`src/rtl/rf_conv3_sequencer.sv`:
```
// Loads one frame of N samples into an external register file, then sweeps 3-register
// windows through its registered read ports and emits a signed 3-tap convolution per window.
module rf_conv3_sequencer #(
    parameter int M  = 4,
    parameter int N  = 2**M,
    parameter int W  = 8,
    parameter int AW = 2*W+2
) (
    input  logic          clk,
    input  logic          rst_n,
    input  logic          start,
    input  logic [W-1:0]  k0,
    input  logic [W-1:0]  k1,
    input  logic [W-1:0]  k2,
    input  logic          in_valid,
    input  logic [W-1:0]  in_data,
    output logic          in_ready,
    output logic          rf_WriteEn,
    output logic [M-1:0]  rf_WriteReg,
    output logic [W-1:0]  rf_WriteData,
    output logic          rf_ReadEn,
    output logic [M-1:0]  rf_ReadReg1,
    output logic [M-1:0]  rf_ReadReg2,
    output logic [M-1:0]  rf_ReadReg3,
    input  logic [W-1:0]  rf_ReadData1,
    input  logic [W-1:0]  rf_ReadData2,
    input  logic [W-1:0]  rf_ReadData3,
    output logic          out_valid,
    output logic [AW-1:0] out_data,
    output logic          busy,
    output logic          done,
    output logic [2:0]    dbg_state
);

    typedef enum logic [2:0] {
        S_IDLE   = 3'd0,
        S_LOAD   = 3'd1,
        S_SWEEP  = 3'd2,
        S_DRAIN1 = 3'd3,
        S_DRAIN2 = 3'd4,
        S_DONE   = 3'd5
    } state_t;

    localparam logic [M-1:0] LAST_W = M'(N-1);
    localparam logic [M-1:0] LAST_R = M'(N-3);

    state_t state, state_n;
    logic [M-1:0] wcnt, wcnt_n;
    logic [M-1:0] rcnt, rcnt_n;
    logic [W-1:0] k0_q, k1_q, k2_q;
    logic         latch_k;
    logic         rd_v;

    logic signed [2*W-1:0] p0, p1, p2;
    logic signed [AW-1:0]  sum;

    assign dbg_state = state;

    // Input handshake: a sample transfers on a rising edge where in_valid and
    // in_ready are both high; in_ready is high exactly while in LOAD.
    always_comb begin
        state_n      = state;
        wcnt_n       = wcnt;
        rcnt_n       = rcnt;
        latch_k      = 1'b0;
        rf_WriteEn   = 1'b0;
        rf_WriteReg  = '0;
        rf_WriteData = '0;
        rf_ReadEn    = 1'b0;
        rf_ReadReg1  = '0;
        rf_ReadReg2  = '0;
        rf_ReadReg3  = '0;
        case (state)
            S_IDLE: begin
                if (start) begin
                    latch_k = 1'b1;
                    wcnt_n  = '0;
                    state_n = S_LOAD;
                end
            end
            S_LOAD: begin
                if (in_valid && in_ready) begin
                    rf_WriteEn   = 1'b1;
                    rf_WriteReg  = wcnt;
                    rf_WriteData = in_data;
                    wcnt_n       = wcnt + M'(1);
                    if (wcnt == LAST_W) begin
                        rcnt_n  = '0;
                        state_n = S_SWEEP;
                    end
                end
            end
            S_SWEEP: begin
                rf_ReadEn   = 1'b1;
                rf_ReadReg1 = rcnt;
                rf_ReadReg2 = rcnt + M'(1);
                rf_ReadReg3 = rcnt + M'(2);
                rcnt_n      = rcnt + M'(1);
                if (rcnt == LAST_R) begin
                    state_n = S_DRAIN1;
                end
            end
            S_DRAIN1: state_n = S_DRAIN2;
            S_DRAIN2: state_n = S_DONE;
            S_DONE:   state_n = S_IDLE;
            default:  state_n = S_IDLE;
        endcase
    end

    // Products are exact at 2W bits; sign extension to AW leaves headroom for the 3-term sum.
    always_comb begin
        p0  = $signed(k0_q) * $signed(rf_ReadData1);
        p1  = $signed(k1_q) * $signed(rf_ReadData2);
        p2  = $signed(k2_q) * $signed(rf_ReadData3);
        sum = $signed({{(AW-2*W){p0[2*W-1]}}, p0})
            + $signed({{(AW-2*W){p1[2*W-1]}}, p1})
            + $signed({{(AW-2*W){p2[2*W-1]}}, p2});
    end

    always_ff @(posedge clk) begin
        if (!rst_n) begin
            state     <= S_IDLE;
            wcnt      <= '0;
            rcnt      <= '0;
            k0_q      <= '0;
            k1_q      <= '0;
            k2_q      <= '0;
            rd_v      <= 1'b0;
            in_ready  <= 1'b0;
            busy      <= 1'b0;
            done      <= 1'b0;
            out_valid <= 1'b0;
            out_data  <= '0;
        end else begin
            state <= state_n;
            wcnt  <= wcnt_n;
            rcnt  <= rcnt_n;
            if (latch_k) begin
                k0_q <= k0;
                k1_q <= k1;
                k2_q <= k2;
            end
            // rd_v marks the cycle in which the register file presents issued read data.
            rd_v      <= rf_ReadEn;
            in_ready  <= (state_n == S_LOAD);
            busy      <= (state_n != S_IDLE);
            done      <= (state_n == S_DONE);
            out_valid <= rd_v;
            if (rd_v) begin
                out_data <= sum;
            end
        end
    end

endmodule
```
`config.mk`:
```
export PLATFORM = sky130hd
export DESIGN_NAME = rf_conv3_sequencer
export DESIGN_NICKNAME = d
export VERILOG_FILES = /design/src/rtl/rf_conv3_sequencer.sv
export SDC_FILE = /design/constraint.sdc
export NUM_CORES = 1
export LEC_CHECK = 0
export CORE_MARGIN = 3
export CORE_UTILIZATION = 60
export CTS_BUF_LIST = sky130_fd_sc_hd__clkbuf_8 sky130_fd_sc_hd__clkbuf_16
export DETAILED_ROUTE_END_ITERATION = 6
export GPL_TIMING_DRIVEN = 0
export PLACE_DENSITY = 0.81
export SYNTH_ARGS = -nofsm -noshare
export SYNTH_HDL_FRONTEND = slang
export SYNTH_SLANG_ARGS = --single-unit
```
`constraint.sdc`:
```
create_clock -name clk -period 7.9 [get_ports clk]
set_input_delay 1.58 -clock clk [delete_from_list [all_inputs] [get_ports clk]]
set_output_delay 1.58 -clock clk [all_outputs]
set_load 0.02 [all_outputs]
```
==> impl_metrics.env <==
export IMPL_post_route_period_util=0.9574
export IMPL_power_density_nw_per_um2=335.8
export IMPL_clock_fmax_ghz=0.1322
export IMPL_vias=7958
export IMPL_final_util=0.7268
export IMPL_dieHeight_um=138.3
export IMPL_hold_depth=2
export IMPL_grt_pass1_vias=8669
export IMPL_io_buffers=108
export IMPL_stdcell_area_sq_um=12270
export IMPL_max_cap_violations=0
export IMPL_crit_type="in -> reg"
export IMPL_r2r_setup_slack_ns=1.30
export IMPL_setup_slack_ns=0.3362
export IMPL_crit_fanout=8
export IMPL_total_power_mw=4.119
export IMPL_final_cells=1482
export IMPL_syn_area_per_cell_sq_um=9.241
export IMPL_drt_wl_total_um=24090
export IMPL_die_w_um=138.3
export IMPL_cp_required_ns=8.12
export IMPL_rows=47
export IMPL_cts_sinks=58
export IMPL_cts_hold_buffers_added=0
export IMPL_synth_top_cells_by_area="fa_1 45%, dfxtp_1 11%, inv_1 9.6%, ha_1 9.2%, and2_1 6.5%"
export IMPL_cts_buffer_depth=2
export IMPL_arrival_ns=7.79
export IMPL_vias_per_cell=5.370
export IMPL_max_slew_margin_rel=0.4489
export IMPL_synth_top_area_frac=0.4458
export IMPL_cts_root_buf="clkbuf_16"
export IMPL_htreeDepth=3
export IMPL_rsz0062_at_grt="false"
export IMPL_cts_buffers=9
export IMPL_dpl_cell_area_sq_um=11860
export IMPL_setup_viol=0
export IMPL_area_delta_synth_final_pct=16.74
export IMPL_synth_edf_count=0
export IMPL_die_area_sq_um=19140
export IMPL_yosys_warnings=0
export IMPL_hold_ws_ns=0.4806
export IMPL_hold_end="out_data[4]"
export IMPL_setup_tns_ns=0
export IMPL_synth_async_reset_ratio=0
export IMPL_r2r_start="k2_q[7]"
export IMPL_synth_seq_area_share=0.1105
export IMPL_worstHoldStart="out_data[4]"
export IMPL_grt_max_degree=11
export IMPL_io_pins=111
export IMPL_slew_violations=0
export IMPL_drt_iter0_drc=459
export IMPL_dr_pass1_iters=5
export IMPL_clock_skew_final_ns=0.007990
export IMPL_grt_overflow_total=0
export IMPL_critPathLaunchType="input port"
export IMPL_initial_core_util=0.6226
export IMPL_rr_worst_depth=22
export IMPL_synth_flop_cell="dfxtp_1"
export IMPL_dp_slack_ns=-0.5150
export IMPL_dp_hpwl_um=20530
export IMPL_clkTransAtPathRegs_ns=0.05
export IMPL_worst_slew_pin_slew_ns=0.8244
export IMPL_yosysUniqueCellTypes=52
export IMPL_grt_use_total=0.2692
export IMPL_status="completed"
export IMPL_ir_worst_vdd_uv=685.6
export IMPL_drc=0
export IMPL_cts_tree="done"
export IMPL_r2r_end="out_data[17]"
export IMPL_n_antenna_cell=0
export IMPL_yosysTopAreaCell="fa_1"
export IMPL_insertion_delay_ns=0.34
export IMPL_finalNetCount=1628
export IMPL_endpoint_kind="register"
export IMPL_drive_gt1_frac=0.03249
export IMPL_antenna_found_initial=0
export IMPL_ant_nets=0
export IMPL_avgRoutedWirePerCell_um=16.25
export IMPL_hold_path_class="reg -> reg"
export IMPL_ys_ff_latch=58
export IMPL_core_sq_um=16880
export IMPL_p_leak_nw=6.126
export IMPL_netlist_instances=1137
export IMPL_hold_violations=0
export IMPL_place_congestion=0.8845
export IMPL_grt_pass1_wl_um=41780
export IMPL_syn_nets=1508
export IMPL_period_needed_ns=7.564
export IMPL_place_inst=1465
export IMPL_syn_area_sq_um=10510
cell usage after synthesis (all sizes together), types with 2 or more instances:
cell     count
clkbuf      28
or3          5
ha          77
o21ai       14
o21a         2
a311oi       5
a21oi       39
nand3       10
nor2        52
buf          8
and3         5
dfxtp       58
nor2b        3
nand2      132
and2       109
xor2         6
clkinv       3
xnor2       16
mux2i        7
a21o         8
fa         234
o2111ai      2
nor3         6
nand2b       7
inv        270
a311o        2
nand4        3
a31oi        2
nand3b       2
o211ai       3
nor3b        3
a211oi       2
logic make-up after synthesis:
logic type	count (synthesis)	share of synthesized area
and+or+nand+nor	342	0.1604
adders and majority gates	311	0.5375
buffers and inverters	310	0.1135
AOI/OAI and AO/OA	87	0.05311
DFF	58	0.1105
xor gates and xnor gates	22	0.01834
muxes	7	0.006669
worst max-delay path, stage by stage:
cell and delay [ns]:
clkdlybuf4s50_1 0.58, and2_1 0.26, fa_1 0.49, fa_1 0.57
inv_1 0.10, fa_1 0.46, fa_1 0.55, inv_1 0.05
fa_1 0.48, fa_1 0.50, inv_1 0.05, fa_1 0.47
inv_1 0.04, ha_1 0.25, buf_2 0.16, a21o_1 0.19
a311oi_1 0.25, nor2_1 0.09, a311oi_2 0.27, nor3_1 0.07
a311o_1 0.31
timing repair:
| action | CTS | global route |
|---|---|---|
| buffers inserted | 0 | 1 |
| hold endpoints to repair | 0 | 0 |
| endpoints found under the setup margin | 3 | 5 |
| resized for setup | 4 | 25 |
cell type report:
type,count,area (sq um)
clock inverter,6,81.33
tap,220,275.3
sequential,58,1161
buffer,37,167.7
clock buffer,10,239.0
fill,1256,4611
multi-input combinational,769,8185
inverter,273,1028
timing repair buffer,109,1129
layout by cell type (no fill, tap or decap), types with 8 or more instances in the layout:
| master | n |
|---|---|
| clkbuf_1 | 28 |
| nor2_1 | 52 |
| nand2_1 | 132 |
| dlymetal6s2s_1 | 16 |
| fa_1 | 231 |
| inv_1 | 271 |
| and2_1 | 106 |
| a21o_1 | 8 |
| clkbuf_16 | 9 |
| a21oi_1 | 37 |
| xnor2_1 | 16 |
| dfxtp_1 | 58 |
| clkdlybuf4s50_1 | 92 |
| nand3_1 | 10 |
| ha_1 | 77 |
| o21ai_0 | 14 |
where the power goes:
| part | switching, mW | leakage, nW | internal, mW |
|---|---|---|---|
| Combinational | 1.98 | 5.49 | 1.40 |
| Sequential | 0.00946 | 0.472 | 0.302 |
| Clock | 0.144 | 0.160 | 0.282 |
| Total | 2.14 | 6.13 | 1.98 |
registers in the layout, indices dropped and copies added (netlist names), 3 cells and up:
| signal | cells |
|---|---|
| k2_q | 8 |
| rcnt | 4 |
| out_data | 18 |
| wcnt | 4 |
| dbg_state | 3 |
| k1_q | 8 |
| k0_q | 8 |
worst max path at each step:
stage | endpoint | cells past startpoint | from | slack, ns
global placement | out_data[17] | 20 | rf_ReadData2[0] | -0.41
finish | out_data[17] | 21 | rf_ReadData3[6] | 0.34
CTS | out_data[17] | 21 | rf_ReadData1[1] | 0.001
detailed placement | out_data[17] | 20 | rf_ReadData2[0] | -0.52
global route | out_data[17] | 24 | rf_ReadData3[7] | 0.009
floorplan | out_data[17] | 22 | rf_ReadData3[2] | 0.61
layer usage:
| metal | vias to the layer above | wire (um) | track usage |
|---|---|---|---|
| li1 | 3614 | - | - |
| met1 | 4035 | 9602 | 0.3535 |
| met2 | 250 | 12340 | 0.4566 |
| met3 | 59 | 1318 | 0.04109 |
| met4 | 0 | 824 | 0.09984 |
| met5 | - | 0 | 0 |
Power figures use the tool's default switching activity.
